## src/rtl/encoder_8to3_scan.sv

```systemverilog
// Registered 8-to-3 encoder: accepts a mask over valid/ready and emits one index
// per set bit in priority order, with last/zero/beat side-band flags.
module encoder_8to3_scan #(
    parameter int unsigned MSB_FIRST = 1
) (
    input  logic       clk,
    input  logic       rst_n,
    input  logic [7:0] eight_input,
    input  logic       in_valid,
    output logic       in_ready,
    output logic [2:0] three_output,
    output logic       out_valid,
    input  logic       out_ready,
    output logic       out_last,
    output logic       out_zero,
    output logic [2:0] out_beat
);

    localparam logic [0:0] IDLE = 1'b0;
    localparam logic [0:0] EMIT = 1'b1;

    logic [0:0] state_q, state_d;
    logic [7:0] mask_q, mask_d;
    logic [2:0] idx_q, idx_d;
    logic       valid_q, valid_d;
    logic       last_q, last_d;
    logic       zero_q, zero_d;
    logic [2:0] beat_q, beat_d;

    logic [7:0] src;
    logic [7:0] src_clr;
    logic [2:0] pick;

    // The first beat encodes straight from the input; later beats from the residual mask.
    always_comb begin
        src  = (state_q == IDLE) ? eight_input : mask_q;
        pick = 3'd0;
        if (MSB_FIRST != 0) begin
            for (int i = 0; i < 8; i++) begin
                if (src[i]) pick = 3'(i);
            end
        end else begin
            for (int i = 7; i >= 0; i--) begin
                if (src[i]) pick = 3'(i);
            end
        end
        src_clr = src & ~(8'b1 << pick);
    end

    assign in_ready = (state_q == IDLE) && rst_n;

    always_comb begin
        state_d = state_q;
        mask_d  = mask_q;
        idx_d   = idx_q;
        valid_d = valid_q;
        last_d  = last_q;
        zero_d  = zero_q;
        beat_d  = beat_q;
        case (state_q)
            IDLE: begin
                if (in_valid && in_ready) begin
                    state_d = EMIT;
                    idx_d   = pick;
                    mask_d  = src_clr;
                    last_d  = (src_clr == 8'd0);
                    zero_d  = (src == 8'd0);
                    beat_d  = 3'd0;
                    valid_d = 1'b1;
                end
            end
            EMIT: begin
                if (valid_q && out_ready) begin
                    if (last_q) begin
                        state_d = IDLE;
                        valid_d = 1'b0;
                        last_d  = 1'b0;
                        zero_d  = 1'b0;
                    end else begin
                        idx_d  = pick;
                        mask_d = src_clr;
                        last_d = (src_clr == 8'd0);
                        beat_d = beat_q + 3'd1;
                    end
                end
            end
            default: state_d = IDLE;
        endcase
    end

    always_ff @(posedge clk) begin
        if (!rst_n) begin
            state_q <= IDLE;
            mask_q  <= 8'd0;
            idx_q   <= 3'd0;
            valid_q <= 1'b0;
            last_q  <= 1'b0;
            zero_q  <= 1'b0;
            beat_q  <= 3'd0;
        end else begin
            state_q <= state_d;
            mask_q  <= mask_d;
            idx_q   <= idx_d;
            valid_q <= valid_d;
            last_q  <= last_d;
            zero_q  <= zero_d;
            beat_q  <= beat_d;
        end
    end

    assign three_output = idx_q;
    assign out_valid    = valid_q;
    assign out_last     = last_q;
    assign out_zero     = zero_q;
    assign out_beat     = beat_q;

endmodule

```

## config.mk

```make
export PLATFORM = sky130hd
export DESIGN_NAME = encoder_8to3_scan
export DESIGN_NICKNAME = d
export VERILOG_FILES = /design/src/rtl/encoder_8to3_scan.sv
export SDC_FILE = /design/constraint.sdc
export NUM_CORES = 1
export LEC_CHECK = 0
export ABC_AREA = 0
export CAP_MARGIN = 20
export CELL_PAD_IN_SITES_DETAIL_PLACEMENT = 1
export CELL_PAD_IN_SITES_GLOBAL_PLACEMENT = 2
export CORE_MARGIN = 3
export CORE_UTILIZATION = 25
export DETAILED_ROUTE_END_ITERATION = 12
export PLACE_DENSITY = 0.79
export SYNTH_ARGS = -nofsm -noshare
export SYNTH_HDL_FRONTEND = slang
export SYNTH_SLANG_ARGS = --single-unit
```

## constraint.sdc

```tcl
create_clock -name clk -period 1.5 [get_ports clk]
set_input_delay 0.3 -clock clk [delete_from_list [all_inputs] [get_ports clk]]
set_output_delay 0.3 -clock clk [all_outputs]
set_load 0.02 [all_outputs]
```

==> flow_summary.html, run 1 <==
<table>
<tr><th>Metric</th><th>Value</th></tr>
<tr><th colspan="2">Synth</th></tr>
<tr><td>Most common library cells after synthesis</td><td>18 x dfxtp_1, 15 x a21oi_1, 13 x nor2_1</td></tr>
<tr><td>Synth warn</td><td>0</td></tr>
<tr><td>Post-Syn Area per Cell</td><td>7.71 um2</td></tr>
<tr><td>Number of synthesized flops with an enable pin</td><td>0</td></tr>
<tr><td>Sequential share of the synthesized area</td><td>36.0%</td></tr>
<tr><td>Synth Cell Area</td><td>1000 um2</td></tr>
<tr><td>Synth cell types</td><td>40</td></tr>
<tr><td>Cell types occupying the most area after synthesis</td><td>dfxtp_1 36%, a21oi_1 7.5%, nand3_1 5.5%, nor2_1 4.9%, nand2_1 4.1%</td></tr>
<tr><td>Number of cells produced by synthesis</td><td>130</td></tr>
<tr><td>Area share of the largest cell type after synthesis</td><td>36.0%</td></tr>
<tr><td>Library cell occupying the most area in the post-synthesis netlist</td><td>dfxtp_1</td></tr>
<tr><td>Library cell with the highest instance count after synthesis</td><td>dfxtp_1</td></tr>
<tr><td>Share of flip-flops with an asynchronous set or reset</td><td>0%</td></tr>
<tr><td>Commonest register cell after synthesis</td><td>dfxtp_1</td></tr>
<tr><td>Register bit count reported by yosys</td><td>18</td></tr>
<tr><td>Nets in the synthesized netlist</td><td>143</td></tr>
<tr><th colspan="2">Setup path</th></tr>
<tr><td>WP buf/inv</td><td>1</td></tr>
<tr><td>Kind of cell adding the most delay to the critical path</td><td>simple AND/OR/NAND/NOR gates</td></tr>
<tr><td>Setup Crit Path Kind</td><td>flip-flop to flip-flop</td></tr>
<tr><td>Biggest fanout along the worst timing path</td><td>8</td></tr>
<tr><td>Launching element type of the critical path</td><td>flip-flop</td></tr>
<tr><td>Library cell contributing the largest single delay on the critical path</td><td>dfxtp_4</td></tr>
<tr><td>Data required time at the worst endpoint</td><td>1.69 ns</td></tr>
<tr><td>CP Cell Sequence</td><td>buf_8 -&gt; a21oi_4 -&gt; or3_4 -&gt; or4_4 -&gt; a21oi_2</td></tr>
<tr><td>Worst Setup End Kind</td><td>flip-flop</td></tr>
<tr><td>Critical path arrival</td><td>1.89 ns</td></tr>
<tr><td>CP peak stage delay</td><td>0.45 ns</td></tr>
<tr><th colspan="2">Status</th></tr>
<tr><td>Failing checks</td><td>negative setup slack</td></tr>
<tr><td>Result of the run</td><td>finished with violations</td></tr>
<tr><th colspan="2">Flow run</th></tr>
<tr><td>Number of max-cap violations</td><td>0</td></tr>
<tr><th colspan="2">Place</th></tr>
<tr><td>Worst slack, placed</td><td>-0.580 ns</td></tr>
<tr><td>Placer's final routability congestion estimate</td><td>0.783</td></tr>
<tr><td>Sum of net half-perimeters after detailed placement</td><td>2870 um</td></tr>
<tr><td>Count of buffers from port buffering</td><td>21</td></tr>
<tr><th colspan="2">STA</th></tr>
<tr><td>Slew Limit Fails</td><td>0</td></tr>
<tr><td>Post-layout worst setup margin</td><td>-0.195 ns</td></tr>
<tr><td>Final number of setup-violating endpoints</td><td>14</td></tr>
<tr><td>Worst slew margin</td><td>74.2%</td></tr>
<tr><td>Share of the cycle needed by the critical path after routing</td><td>113%</td></tr>
<tr><td>Number of hold-slack violations in the final timing report</td><td>0</td></tr>
<tr><td>Clock skew after layout</td><td>0.00150 ns</td></tr>
<tr><td>RSZ-0062 raised after global routing</td><td>true</td></tr>
<tr><td>Measured slew at the worst slew-check pin</td><td>0.381 ns</td></tr>
<tr><td>Fmax</td><td>590 MHz</td></tr>
<tr><td>Hold_ws</td><td>0.486 ns</td></tr>
<tr><td>Time the worst path needs with I/O delays and setup</td><td>1.70 ns</td></tr>
<tr><th colspan="2">Route</th></tr>
<tr><td>Number of nets with antenna violations after detailed routing</td><td>0</td></tr>
<tr><td>Wire per inst</td><td>17.7 um</td></tr>
<tr><td>Number of iterations in the first detailed-routing pass</td><td>4</td></tr>
<tr><td>Total wire length after detailed routing</td><td>4560 um</td></tr>
<tr><td>Drt via density</td><td>5.13</td></tr>
<tr><td>Vias</td><td>1,319</td></tr>
<tr><td>Detailed router's first-iteration violation count</td><td>62</td></tr>
<tr><td>Post-route DRC</td><td>0</td></tr>
<tr><th colspan="2">Floorplanning</th></tr>
<tr><td>Die Y</td><td>69.3 um</td></tr>
<tr><td>Starting Density</td><td>26.6%</td></tr>
<tr><td>Core footprint</td><td>3770 um2</td></tr>
<tr><td>Die extent in x</td><td>69.3 um</td></tr>
<tr><td>Ports placed on the boundary</td><td>22</td></tr>
<tr><td>Number of standard-cell rows in the floorplan</td><td>22</td></tr>
<tr><td>Die footprint</td><td>4800 um2</td></tr>
<tr><th colspan="2">Clock tree</th></tr>
<tr><td>TritonCTS sink count</td><td>18</td></tr>
<tr><td>Number of levels the H-tree was split into</td><td>1</td></tr>
<tr><td>Clock latency on the worst-skew pair</td><td>0.25 ns</td></tr>
<tr><td>Total CTS buffers</td><td>3</td></tr>
<tr><td>Clock root cell</td><td>clkbuf_8</td></tr>
<tr><td>Clk slew on worst S/H paths</td><td>0.07 ns</td></tr>
<tr><td>CTS tree</td><td>done</td></tr>
<tr><td>Worst-case clock buffer depth</td><td>2</td></tr>
<tr><th colspan="2">GRT</th></tr>
<tr><td>First-pass GRT wire length</td><td>7130 um</td></tr>
<tr><td>Aggregate global routing overflow</td><td>0</td></tr>
<tr><td>Initial antenna violation count</td><td>0</td></tr>
<tr><td>Vias in the first global route</td><td>1,410</td></tr>
<tr><td>Overall track demand over capacity in global routing</td><td>18.0%</td></tr>
<tr><td>Pin count of the biggest net entering global routing</td><td>11</td></tr>
<tr><th colspan="2">Finish</th></tr>
<tr><td>Number of nets at the end of the flow</td><td>223</td></tr>
<tr><td>Signed area change from the synthesized netlist to the final layout</td><td>99.0%</td></tr>
<tr><td>N_diodes</td><td>0</td></tr>
<tr><td>Share of post-route cells with drive strength above 1</td><td>52.6%</td></tr>
<tr><th colspan="2">Pwr</th></tr>
<tr><td>Power per Cell Area</td><td>706 nW/um2</td></tr>
<tr><td>Worst vdd ir</td><td>327 uV</td></tr>
<tr><td>Total Power</td><td>0.00141 W</td></tr>
<tr><td>LEAKAGE</td><td>0.867 nW</td></tr>
<tr><th colspan="2">Hold path</th></tr>
<tr><td>Class of the most critical hold timing path</td><td>flip-flop to flip-flop</td></tr>
</table>
[flip-flops by register name, indices dropped and copies added (netlist names)]
signal / cells
mask_q: 8
out_beat: 3
out_last: 1
out_valid: 1
out_zero: 1
state_q: 1
three_output: 3
[final timing paths]
kind | endpoint | slack, ns | depth (start not counted) | start
hold reg to reg | three_output[0] | 0.49 | 2 | three_output[0]
setup / recovery | out_zero | -0.20 | 5 | state_q
hold / removal | three_output[0] | 0.49 | 2 | three_output[0]
setup reg to reg | out_zero | -0.20 | 5 | state_q
[what timing repair did]
item | CTS | global route
resized for setup | 42 | 43
hold buffers | 0 | 0
setup buffers | 10 | 5
endpoints found under the setup margin | 22 | 17
pin swaps | 9 | 15
endpoints found under the hold margin | 0 | 0
[layout make-up]
type	instances	area (um2)
Clock buffer	4	55.1
Fill cell	439	1780
Inverter	5	20.0
Multi-Input combinational cell	102	815
Sequential cell	18	365
Tap cell	48	60.1
Timing Repair Buffer	80	679
[stage by stage]
| step | TNS [ns] | util [%] | instance area, um2 | std cells |
|---|---|---|---|---|
| CTS | -0.916 | 48.1 | 1820 | 253 |
| global route | -2.52 | 52.9 | 1990 | 257 |
| finish | -1.29 | 52.9 | 1990 | 257 |
| global placement | -4.57 | 42.8 | 1610 | 239 |
| detailed placement | -5.03 | 42.8 | 1610 | 239 |
| floorplan | -0.0240 | - | 1040 | 130 |
[worst reg2reg max path, delay by kind of cell, from the launching register on]
| family | cells | cell delay [ns] |
|---|---|---|
| AOI/OAI and AO/OA | 2 | 0.19 |
| and+or+nand+nor | 2 | 0.83 |
| buffers and inverters | 1 | 0.17 |
| DFF | 1 | 0.45 |
[cells in the final DEF, fill, tap and decap left out, types with 6 or more instances in the layout]
cell	Yosys	layout
nor2_1	13	9
buf_4	1	51
nand2_1	11	6
nand3_1	11	7
dfxtp_1	18	16
dlygate4sd2_1	0	14
a21oi_2	1	8
a21oi_1	15	6
buf_6	0	7
[cell families after synthesis]
family                     after synthesis  synth area share (%)
and+or+nand+nor                         58                  28.8
AOI/OAI and AO/OA                       39                  25.6
DFF                                     18                  36.0
buffers and inverters                   10                  4.37
muxes                                    3                  3.12
xor gates and xnor gates                 1                 0.874
adders and majority gates                1                  1.25
[metal layers]
metal | part of all wire (%) | track usage [%]
met2 | 51 | 31.8
met4 | 1.2 | 3.69
met5 | 0 | 0
met1 | 45 | 23.5
met3 | 2.6 | 2.03
[power breakdown]
group,total [W],internal [W],switching (W)
Combinational,0.000476,0.000245,0.000231
Sequential,0.000529,0.000500,0.0000297
Clock,0.000404,0.000233,0.000171
Note: power is estimated with default switching activity, not from simulation.
==> run 2: changes to the inputs <==
--- a/config.mk
+++ b/config.mk
@@ -11,6 +11,7 @@
 export CELL_PAD_IN_SITES_GLOBAL_PLACEMENT = 2
 export CORE_MARGIN = 3
 export CORE_UTILIZATION = 25
+export CTS_BUF_LIST = sky130_fd_sc_hd__clkbuf_16
 export DETAILED_ROUTE_END_ITERATION = 12
 export PLACE_DENSITY = 0.79
 export SYNTH_ARGS = -nofsm -noshare
==> run 2 against run 1 <==
  * The flow still finishes with violations (negative setup slack)
  * Setup slack better by 0.0023 ns
  * Routed wire length is 2.7% higher
  * Global-route usage grew 1.0 points
  * Via count increased by 0.83%
  * Critical path depth stayed put
  * Clock power grew 35%
  * First-iteration DRC count decreased by 26%
  * Core utilization rose by 0.46 points
  * Flip-flop and latch count unchanged
  * Critical path type unchanged
  * Largest cell class unchanged
  * Largest power group is now the clock network
==> flow_summary.html, run 2 (synthesis gave the netlist of run 1 again) <==
<table>
<tr><th>Metric</th><th>Value</th></tr>
<tr><th colspan="2">Setup path</th></tr>
<tr><td>Reg-to-reg setup timing slack</td><td>-0.19 ns</td></tr>
<tr><td>Critical path arrival</td><td>1.88 ns</td></tr>
<tr><td>Start point of the critical path</td><td>state_q</td></tr>
<tr><td>Data required time at the worst endpoint</td><td>1.69 ns</td></tr>
<tr><td>Worst reg2reg path startpoint</td><td>state_q</td></tr>
<tr><td>Biggest fanout along the worst timing path</td><td>8</td></tr>
<tr><td>Launching element type of the critical path</td><td>flip-flop</td></tr>
<tr><td>Setup Crit Path Kind</td><td>flip-flop to flip-flop</td></tr>
<tr><td>Worst Setup End Kind</td><td>flip-flop</td></tr>
<tr><th colspan="2">Place</th></tr>
<tr><td>Placer's final routability congestion estimate</td><td>0.783</td></tr>
<tr><td>Sum of net half-perimeters after detailed placement</td><td>2870 um</td></tr>
<tr><td>Count of buffers from port buffering</td><td>21</td></tr>
<tr><td>Number of placed cells counting well taps</td><td>239</td></tr>
<tr><th colspan="2">Floorplanning</th></tr>
<tr><td>Ports placed on the boundary</td><td>22</td></tr>
<tr><td>Number of standard-cell rows in the floorplan</td><td>22</td></tr>
<tr><td>Die extent in x</td><td>69.3 um</td></tr>
<tr><td>Die Y</td><td>69.3 um</td></tr>
<tr><td>Starting Density</td><td>26.6%</td></tr>
<tr><td>Die footprint</td><td>4800 um2</td></tr>
<tr><td>Core footprint</td><td>3770 um2</td></tr>
<tr><th colspan="2">Pwr</th></tr>
<tr><td>Power per Cell Area</td><td>769 nW/um2</td></tr>
<tr><td>LEAKAGE</td><td>0.902 nW</td></tr>
<tr><td>Worst vdd ir</td><td>337 uV</td></tr>
<tr><td>Total Power</td><td>0.00155 W</td></tr>
<tr><th colspan="2">STA</th></tr>
<tr><td>Measured slew at the worst slew-check pin</td><td>0.365 ns</td></tr>
<tr><td>Worst slew margin</td><td>75.3%</td></tr>
<tr><td>Post-layout worst setup margin</td><td>-0.193 ns</td></tr>
<tr><td>RSZ-0062 raised after global routing</td><td>true</td></tr>
<tr><td>Time the worst path needs with I/O delays and setup</td><td>1.69 ns</td></tr>
<tr><td>Number of hold-slack violations in the final timing report</td><td>0</td></tr>
<tr><td>Slew Limit Fails</td><td>0</td></tr>
<tr><td>Clock skew after layout</td><td>0.00226 ns</td></tr>
<tr><td>Fmax</td><td>591 MHz</td></tr>
<tr><td>Share of the cycle needed by the critical path after routing</td><td>113%</td></tr>
<tr><td>Final number of setup-violating endpoints</td><td>13</td></tr>
<tr><th colspan="2">Clock tree</th></tr>
<tr><td>Clock root cell</td><td>clkbuf_16</td></tr>
<tr><td>Post-cts hold buffer count</td><td>0</td></tr>
<tr><td>TritonCTS sink count</td><td>18</td></tr>
<tr><td>CTS tree</td><td>done</td></tr>
<tr><td>Worst-case clock buffer depth</td><td>2</td></tr>
<tr><td>Number of levels the H-tree was split into</td><td>1</td></tr>
<tr><td>Total CTS buffers</td><td>3</td></tr>
<tr><td>Clock latency on the worst-skew pair</td><td>0.25 ns</td></tr>
<tr><td>Clk slew on worst S/H paths</td><td>0.06 ns</td></tr>
<tr><th colspan="2">Finish</th></tr>
<tr><td>Top library cells by usage in the layout, fill and taps aside</td><td>50 x buf_4, 16 x dfxtp_1, 11 x dlygate4sd2_1</td></tr>
<tr><td>Register area</td><td>365 um2</td></tr>
<tr><td>Most common library cell in the layout ignoring fill and taps</td><td>buf_4</td></tr>
<tr><td>Share of post-route cells with drive strength above 1</td><td>51.9%</td></tr>
<tr><td>Count of placed standard cells in the final layout, fillers left out</td><td>256</td></tr>
<tr><td>Number of nets at the end of the flow</td><td>222</td></tr>
<tr><td>Biggest register</td><td>mask_q</td></tr>
<tr><td>Signed area change from the synthesized netlist to the final layout</td><td>101%</td></tr>
<tr><td>Flip-flop count of the largest register, all copies and words added</td><td>8</td></tr>
<tr><td>Area of the multi-input gates</td><td>813 um2</td></tr>
<tr><td>N_diodes</td><td>0</td></tr>
<tr><td>Number of fill cells</td><td>432</td></tr>
<tr><th colspan="2">GRT</th></tr>
<tr><td>Overall track demand over capacity in global routing</td><td>19.0%</td></tr>
<tr><td>Pin count of the biggest net entering global routing</td><td>11</td></tr>
<tr><td>Initial antenna violation count</td><td>0</td></tr>
<tr><td>First-pass GRT wire length</td><td>7380 um</td></tr>
<tr><td>Aggregate global routing overflow</td><td>0</td></tr>
<tr><td>Vias in the first global route</td><td>1,457</td></tr>
<tr><th colspan="2">Hold path</th></tr>
<tr><td>Startpoint of the tightest hold check path</td><td>three_output[0]</td></tr>
<tr><td>Class of the most critical hold timing path</td><td>flip-flop to flip-flop</td></tr>
<tr><th colspan="2">Route</th></tr>
<tr><td>Number of iterations in the first detailed-routing pass</td><td>4</td></tr>
<tr><td>Number of nets with antenna violations after detailed routing</td><td>0</td></tr>
<tr><td>Total wire length after detailed routing</td><td>4680 um</td></tr>
<tr><td>Post-route DRC</td><td>0</td></tr>
<tr><td>Wire per inst</td><td>18.3 um</td></tr>
<tr><td>Drt via density</td><td>5.20</td></tr>
<tr><td>Vias</td><td>1,330</td></tr>
<tr><td>Detailed router's first-iteration violation count</td><td>46</td></tr>
<tr><th colspan="2">Status</th></tr>
<tr><td>Failing checks</td><td>negative setup slack</td></tr>
<tr><td>Result of the run</td><td>finished with violations</td></tr>
<tr><th colspan="2">Flow run</th></tr>
<tr><td>Number of max-cap violations</td><td>0</td></tr>
</table>
[run 2: changes by cell type in the layout (fill, tap and decap cells not counted), sizes merged]
| cell | previous run | this run |
|---|---|---|
| dlygate4sd2 | 14 | 11 |
| clkdlybuf4s15 | 0 | 1 |
| dlymetal6s2s | 2 | 4 |
| clkbuf | 4 | 3 |
| clkinv | 1 | 2 |
| buf | 60 | 59 |
[run 2: per-layer routing]
metal / wire, um / GRT usage (%) / part of all wire, % / vias up
li1: - / - / - / 641
met1: 1980 / 23.7 / 42 / 646
met2: 2470 / 32.3 / 53 / 37
met3: 163 / 3.33 / 3.5 / 6
met4: 65 / 7.38 / 1.4 / 0
met5: 0 / 0 / 0 / -
[run 2: path summary, 6_finish.rpt]
| kind | endpoint | depth (start not counted) |
|---|---|---|
| setup / recovery | out_zero | 5 |
| hold / removal | three_output[0] | 2 |
| setup reg to reg | out_zero | 5 |
| hold reg to reg | three_output[0] | 2 |
[run 2: final cells by class]
type | count | area share (%)
flip-flops and latches | 18 | 18.2
inverters | 5 | 0.995
well taps | 48 | 2.99
clock inverters | 1 | 0.187
multi-input cells | 102 | 40.4
repair buffers | 79 | 33.5
clock buffers | 3 | 3.73
[run 2: power breakdown]
part,switching [W],internal (W),leakage [nW]
Clock,0.000191,0.000355,0.0385
Sequential,0.0000299,0.000500,0.148
Combinational,0.000231,0.000241,0.716
Total,0.000452,0.00110,0.902
[run 2: critical path: stages, from the launching register on]
cell,delay (ns)
dfxtp_4,0.43
buf_8,0.17
a21oi_4,0.07
or3_4,0.40
or4_4,0.42
a21oi_2,0.13
[run 2: repair_timing]
action                     in CTS  in global routing
gates resized for setup        41                 42
gates cloned                    0                  0
pin swaps                       9                 15
setup endpoints to repair      19                 19
setup buffers                  10                  4
[run 2: metrics by stage]
step,area [um2],setup TNS (ns),util (%),setup slack [ns],hold slack [ns]
after global placement,1610,-4.57,42.8,-0.532,0.440
after global routing,2010,-2.24,53.4,-0.233,0.508
final,2010,-1.16,53.4,-0.193,0.485
after floorplan,1040,-0.0240,-,-0.0240,0.438
after CTS,1840,-0.881,48.9,-0.155,0.460
after detailed placement,1610,-5.03,42.8,-0.580,0.452
==> run 3: changes to the inputs <==
--- a/config.mk
+++ b/config.mk
@@ -5,15 +5,16 @@
 export SDC_FILE = /design/constraint.sdc
 export NUM_CORES = 1
 export LEC_CHECK = 0
-export ABC_AREA = 0
+export ABC_AREA = 1
 export CAP_MARGIN = 20
 export CELL_PAD_IN_SITES_DETAIL_PLACEMENT = 1
 export CELL_PAD_IN_SITES_GLOBAL_PLACEMENT = 2
 export CORE_MARGIN = 3
-export CORE_UTILIZATION = 25
+export CORE_UTILIZATION = 23
 export CTS_BUF_LIST = sky130_fd_sc_hd__clkbuf_16
 export DETAILED_ROUTE_END_ITERATION = 12
-export PLACE_DENSITY = 0.79
+export PLACE_DENSITY = 0.77
+export SLEW_MARGIN = 10
 export SYNTH_ARGS = -nofsm -noshare
 export SYNTH_HDL_FRONTEND = slang
 export SYNTH_SLANG_ARGS = --single-unit
==> run 3 against run 2 <==
  * The flow still finishes with violations (negative setup slack)
  * Routed wire length fell by 17%
  * Sequential power up 2%
  * First-iteration DRC count shrank 30%
  * Via count down 9.0%
  * Synthesized cell count increased by 19%
  * Non-clock buffer count shrank 21
  * Clock power up 3%
  * Critical endpoint is now mask_q[5]
  * Highest routed layer unchanged
==> flow_summary.html, run 3 <==
<table>
<tr><th>Metric</th><th>Value</th></tr>
<tr><th colspan="2">Status</th></tr>
<tr><td>Result of the run</td><td>finished with violations</td></tr>
<tr><td>Failing checks</td><td>negative setup slack</td></tr>
<tr><th colspan="2">Pwr</th></tr>
<tr><td>Total Power</td><td>0.00176 W</td></tr>
<tr><td>Worst vdd ir</td><td>388 uV</td></tr>
<tr><td>Power per Cell Area</td><td>952 nW/um2</td></tr>
<tr><td>LEAKAGE</td><td>0.885 nW</td></tr>
<tr><th colspan="2">GRT</th></tr>
<tr><td>Initial antenna violation count</td><td>0</td></tr>
<tr><td>Overall track demand over capacity in global routing</td><td>15.0%</td></tr>
<tr><td>Aggregate global routing overflow</td><td>0</td></tr>
<tr><td>Pin count of the biggest net entering global routing</td><td>12</td></tr>
<tr><td>Vias in the first global route</td><td>1,299</td></tr>
<tr><td>First-pass GRT wire length</td><td>6220 um</td></tr>
<tr><th colspan="2">Finish</th></tr>
<tr><td>Share of post-route cells with drive strength above 1</td><td>45.8%</td></tr>
<tr><td>N_diodes</td><td>0</td></tr>
<tr><td>Most common library cell in the layout ignoring fill and taps</td><td>buf_4</td></tr>
<tr><td>Flip-flop count of the largest register, all copies and words added</td><td>8</td></tr>
<tr><td>Number of nets at the end of the flow</td><td>226</td></tr>
<tr><td>Post-Route Utilization</td><td>44.7%</td></tr>
<tr><td>Signed area change from the synthesized netlist to the final layout</td><td>81.9%</td></tr>
<tr><td>Top library cells by usage in the layout, fill and taps aside</td><td>30 x buf_4, 29 x nand2_1, 19 x inv_1</td></tr>
<tr><td>Biggest register</td><td>mask_q</td></tr>
<tr><th colspan="2">Clock tree</th></tr>
<tr><td>Clock root cell</td><td>clkbuf_16</td></tr>
<tr><td>Worst-case clock buffer depth</td><td>2</td></tr>
<tr><td>TritonCTS sink count</td><td>18</td></tr>
<tr><td>Clk slew on worst S/H paths</td><td>0.05 ns</td></tr>
<tr><td>CTS tree</td><td>done</td></tr>
<tr><td>Clock latency on the worst-skew pair</td><td>0.26 ns</td></tr>
<tr><td>Total CTS buffers</td><td>3</td></tr>
<tr><td>Number of levels the H-tree was split into</td><td>1</td></tr>
<tr><th colspan="2">Synth</th></tr>
<tr><td>Nets in the synthesized netlist</td><td>168</td></tr>
<tr><td>Area share of the largest cell type after synthesis</td><td>35.4%</td></tr>
<tr><td>Sequential share of the synthesized area</td><td>35.4%</td></tr>
<tr><td>Number of synthesized flops with an enable pin</td><td>0</td></tr>
<tr><td>Commonest register cell after synthesis</td><td>dfxtp_1</td></tr>
<tr><td>Post-Syn Area per Cell</td><td>6.57 um2</td></tr>
<tr><td>Cell types occupying the most area after synthesis</td><td>dfxtp_1 35%, nand2_1 16%, inv_1 7.7%, o21ai_0 7.4%, a21oi_1 5.9%</td></tr>
<tr><td>Synth warn</td><td>0</td></tr>
<tr><td>Synth cell types</td><td>23</td></tr>
<tr><td>Register bit count reported by yosys</td><td>18</td></tr>
<tr><td>Library cell occupying the most area in the post-synthesis netlist</td><td>dfxtp_1</td></tr>
<tr><td>Number of cells produced by synthesis</td><td>155</td></tr>
<tr><td>Most common library cells after synthesis</td><td>43 x nand2_1, 21 x inv_1, 18 x dfxtp_1</td></tr>
<tr><td>Synth Cell Area</td><td>1020 um2</td></tr>
<tr><td>Share of flip-flops with an asynchronous set or reset</td><td>0%</td></tr>
<tr><td>Library cell with the highest instance count after synthesis</td><td>nand2_1</td></tr>
<tr><th colspan="2">STA</th></tr>
<tr><td>Clock skew after layout</td><td>0.00385 ns</td></tr>
<tr><td>Fmax</td><td>663 MHz</td></tr>
<tr><td>Measured slew at the worst slew-check pin</td><td>0.224 ns</td></tr>
<tr><td>Slew Limit Fails</td><td>0</td></tr>
<tr><td>Share of the cycle needed by the critical path after routing</td><td>101%</td></tr>
<tr><td>Worst slew margin</td><td>85.0%</td></tr>
<tr><td>Post-layout worst setup margin</td><td>-0.00834 ns</td></tr>
<tr><td>Number of hold-slack violations in the final timing report</td><td>0</td></tr>
<tr><td>Final number of setup-violating endpoints</td><td>2</td></tr>
<tr><td>RSZ-0062 raised after global routing</td><td>true</td></tr>
<tr><td>Time the worst path needs with I/O delays and setup</td><td>1.51 ns</td></tr>
<tr><th colspan="2">Route</th></tr>
<tr><td>Number of nets with antenna violations after detailed routing</td><td>0</td></tr>
<tr><td>Vias</td><td>1,210</td></tr>
<tr><td>Wire per inst</td><td>14.8 um</td></tr>
<tr><td>Number of iterations in the first detailed-routing pass</td><td>4</td></tr>
<tr><td>Total wire length after detailed routing</td><td>3870 um</td></tr>
<tr><td>Drt via density</td><td>4.62</td></tr>
<tr><td>Post-route DRC</td><td>0</td></tr>
<tr><td>Detailed router's first-iteration violation count</td><td>32</td></tr>
<tr><th colspan="2">Floorplanning</th></tr>
<tr><td>Ports placed on the boundary</td><td>22</td></tr>
<tr><td>Core footprint</td><td>4140 um2</td></tr>
<tr><td>Number of standard-cell rows in the floorplan</td><td>23</td></tr>
<tr><td>Starting Density</td><td>24.6%</td></tr>
<tr><td>Die extent in x</td><td>72.5 um</td></tr>
<tr><td>Die footprint</td><td>5260 um2</td></tr>
<tr><td>Die Y</td><td>72.5 um</td></tr>
<tr><th colspan="2">Place</th></tr>
<tr><td>Sum of net half-perimeters after detailed placement</td><td>2510 um</td></tr>
<tr><td>Placer's final routability congestion estimate</td><td>0.761</td></tr>
<tr><td>Count of buffers from port buffering</td><td>21</td></tr>
<tr><th colspan="2">Setup path</th></tr>
<tr><td>Critical path arrival</td><td>1.65 ns</td></tr>
<tr><td>Data required time at the worst endpoint</td><td>1.64 ns</td></tr>
<tr><td>Setup Crit Path Kind</td><td>flip-flop to flip-flop</td></tr>
<tr><td>Biggest fanout along the worst timing path</td><td>9</td></tr>
<tr><td>Reg-to-reg setup timing slack</td><td>-0.008 ns</td></tr>
<tr><td>Worst Setup End Kind</td><td>flip-flop</td></tr>
<tr><td>Launching element type of the critical path</td><td>flip-flop</td></tr>
<tr><th colspan="2">Hold path</th></tr>
<tr><td>Class of the most critical hold timing path</td><td>flip-flop to flip-flop</td></tr>
<tr><th colspan="2">Flow run</th></tr>
<tr><td>Number of max-cap violations</td><td>0</td></tr>
</table>
[run 3: changes by cell type after synthesis, sizes merged, moves of 4 or more]
| cell | delta |
|---|---|
| inv | +20 |
| nor3 | -5 |
| a21oi | -4 |
| nand2 | +39 |
| o21ai | +10 |
| nand3 | -4 |
[run 3: timing repair]
action	CTS	global route
gates resized for setup	43	46
cloned	2	0
pin swaps	13	19
hold buffers	0	0
endpoints found under the setup margin	24	19
setup buffers	4	4
[run 3: logic make-up (layout without fill, tap and decap cells)]
kind of cell / count (synthesis) / in the layout / share of synthesized area (%)
muxes: 1 / 1 / 0.983
and+or+nand+nor: 71 / 71 / 31.0
DFF: 18 / 18 / 35.4
AOI/OAI and AO/OA: 35 / 35 / 19.2
buffers and inverters: 29 / 86 / 12.3
adders and majority gates: 1 / 1 / 1.23
[run 3: path summary, 6_finish.rpt]
check,startpoint,endpoint,cells after the start
setup / recovery,state_q,mask_q[5],8
hold / removal,out_beat[2],out_beat[2],1
setup reg to reg,state_q,mask_q[5],8
hold reg to reg,out_beat[2],out_beat[2],1
[run 3: through the flow]
stage	instances	worst slack (ns)	setup TNS (ns)	cell area, um2	hold slack [ns]
floorplan	155	0.0826	0	1020	0.433
global placement	248	-0.368	-5.15	1460	0.432
detailed placement	248	-0.363	-5.38	1460	0.460
CTS	258	-0.0338	-0.0338	1690	0.466
global route	262	-0.119	-1.08	1850	0.496
finish	262	-0.00834	-0.0101	1850	0.465
[run 3: critical path: stages, from the launching register on]
cell and delay, ns:
dfxtp_4 0.42, buf_4 0.13, bufbuf_16 0.24, nand2_2 0.07
nand2_4 0.13, inv_4 0.06, buf_8 0.14, o21ai_2 0.14
a21oi_2 0.06
[run 3: final cells by class]
class	count	area, um2
Sequential cell	18	364
Multi-Input combinational cell	108	714
Clock inverter	1	3.75
Timing Repair Buffer	58	536
Inverter	24	97.6
Fill cell	510	2290
Tap cell	50	62.6
Clock buffer	3	75.1
[run 3: where the power goes]
group	switching, W	internal (W)	total (W)
logic	0.000339	0.000320	0.000658
clock network	0.000207	0.000356	0.000563
registers	0.0000313	0.000512	0.000543
[run 3: layer usage]
metal  routed length (um)  global-route usage (%)
met3                   66                    1.52
met1                 1690                    18.6
met4                   80                    5.53
met2                 2030                    26.8
met5                    0                       0
==> RTL change: new RTL, config.mk and constraints of run 3 <==
The parameter `MSB_FIRST` goes from 1 to 0.
--- a/src/rtl/encoder_8to3_scan.sv
+++ b/src/rtl/encoder_8to3_scan.sv
@@ -3,3 +3,3 @@
 module encoder_8to3_scan #(
-    parameter int unsigned MSB_FIRST = 1
+    parameter int unsigned MSB_FIRST = 0
 ) (
Behaviour: not the same (a bounded check fails within 4 cycles, from zero or initial values and one cycle with rst_n low).
==> RTL change against run 3 <==
The flow still finishes with violations (negative setup slack); clock skew down 0.0028 ns; setup slack lost 0.18 ns; worst hold slack lost 0.0065 ns; sequential cell count unchanged; cell area grew 3.6%; global-route usage fell by 0.43 points; routed wire length up 4.1%; synthesized area up 7.5%; power up 2.5%.
==> RTL change: results (changes against run 3) <==
gr usage total 0.146 (was 0.150); r2r worst-path depth 13 (was 8); Final Setup Violations 4 (was 2); Final nets 246 (was 226); share of cells above drive strength 1 0.448 (was 0.458); ranking of synthesized cells by area dfxtp_1 (33%), nand2_1 (19%), a21oi_1 (6.9%), inv_1 (6.5%), o21ai_0 (5.9%) (was dfxtp_1 (35%), nand2_1 (16%), inv_1 (7.7%), o21ai_0 (7.4%), a21oi_1 (5.9%)); Worst Path Max Fanout 10 (was 9); GPL Wtd Cong 0.814 (was 0.761); failing checks negative setup slack (unchanged); Slew @ Worst Pin 0.269 ns (was 0.224 ns); number of instances in the placed design 269 (was 248); Synth cell types 27 (was 23); final worst slack -0.187 ns (was -0.00834 ns); via count 1299 (was 1210); TNS Setup -0.433 ns (was -0.0101 ns); vias in the first global route 1350 (was 1299); register area share after synthesis 0.329 (was 0.354); Post-synth top cells nand2_1 (56), inv_1 (19), dfxtp_1 (18), a21oi_1 (15), o21ai_0 (13) (was nand2_1 (43), inv_1 (21), dfxtp_1 (18), o21ai_0 (15), a21oi_1 (12)); Worst IR Drop VDD 0.393 mV (was 0.388 mV); total routed wirelength 4.03 mm (was 3.87 mm); status finished, violations left (unchanged); Non-Filler Instances 284 (was 262); # fillers 555 (was 510); most flop-heavy register mask_q (unchanged); Worst R2R Setup Slack -0.19 ns (was -0.008 ns); WHS 0.459 ns (was 0.465 ns); slowest stage cell, crit path dfxtp_4 (unchanged); Final Skew 0.00102 ns (was 0.00385 ns); first-pass GRT wire length 6.28 mm (was 6.22 mm); Synth Net Count 181 (was 168); largest net degree at the start of global routing 14 (was 12); Placed Instance Area 1600 sq um (was 1460 sq um); Worst path max stage delay 0.39 ns (was 0.42 ns); Iter 0 DRT Violations 38 (was 32); Leak 0.963 nW (was 0.885 nW); P_sw 0.613 mW (was 0.577 mW); CTS Buf Count 3 (unchanged); HPWL Detailed 2.78 mm (was 2.51 mm); Critical Path AT 1.88 ns (was 1.65 ns); Syn Area/Cell 6.52 sq um (was 6.57 sq um); dpl ws -0.423 ns (was -0.363 ns)
[RTL change: layer usage]
metal / global-route usage / wire (um)
met3: 0.0160 / 95
met5: 0 / 0
met4: 0.0455 / 40
met1: 0.191 / 1820
met2: 0.251 / 2070
[RTL change: cell type report]
type | instances | share of cell area
flip-flops and latches | 18 | 0.190
repair buffers | 65 | 0.299
well taps | 52 | 0.0339
clock inverters | 1 | 0.00196
multi-input cells | 122 | 0.387
inverters | 23 | 0.0495
clock buffers | 3 | 0.0391
[RTL change: worst max-delay path: cells and delay by family (launching register included)]
| family | cells | cell delay [ns] |
|---|---|---|
| buf+inv | 2 | 0.22 |
| compound gates | 1 | 0.12 |
| flops | 1 | 0.39 |
| simple gates | 10 | 0.89 |
[RTL change: cell families after synthesis]
group,count (synthesis),synth area share
flip-flops,18,0.329
adder cells (fa/ha/maj),1,0.0114
AND/OR/NAND/NOR,88,0.362
buffers and inverters,28,0.127
AO/OA/AOI/OAI,33,0.170
[RTL change: what timing repair did]
| action | CTS | global route |
|---|---|---|
| pin swaps | 5 | 7 |
| buffers inserted | 7 | 4 |
| setup endpoints to repair | 21 | 17 |
| gates resized for setup | 36 | 32 |
[RTL change: final timing paths]
check / endpoint
worst max register to register: out_last
worst min register to register: out_beat[2]
worst max-delay path: out_last
worst min-delay path: out_beat[2]
[RTL change: power by group through the flow]
stage	Combinational, mW	Sequential (mW)	Clock [mW]
after floorplan	0.299	0.545	0
after global placement	0.548	0.541	0
after detailed placement	0.555	0.542	0
after CTS	0.634	0.535	0.570
after global routing	0.778	0.540	0.595
final	0.711	0.535	0.563
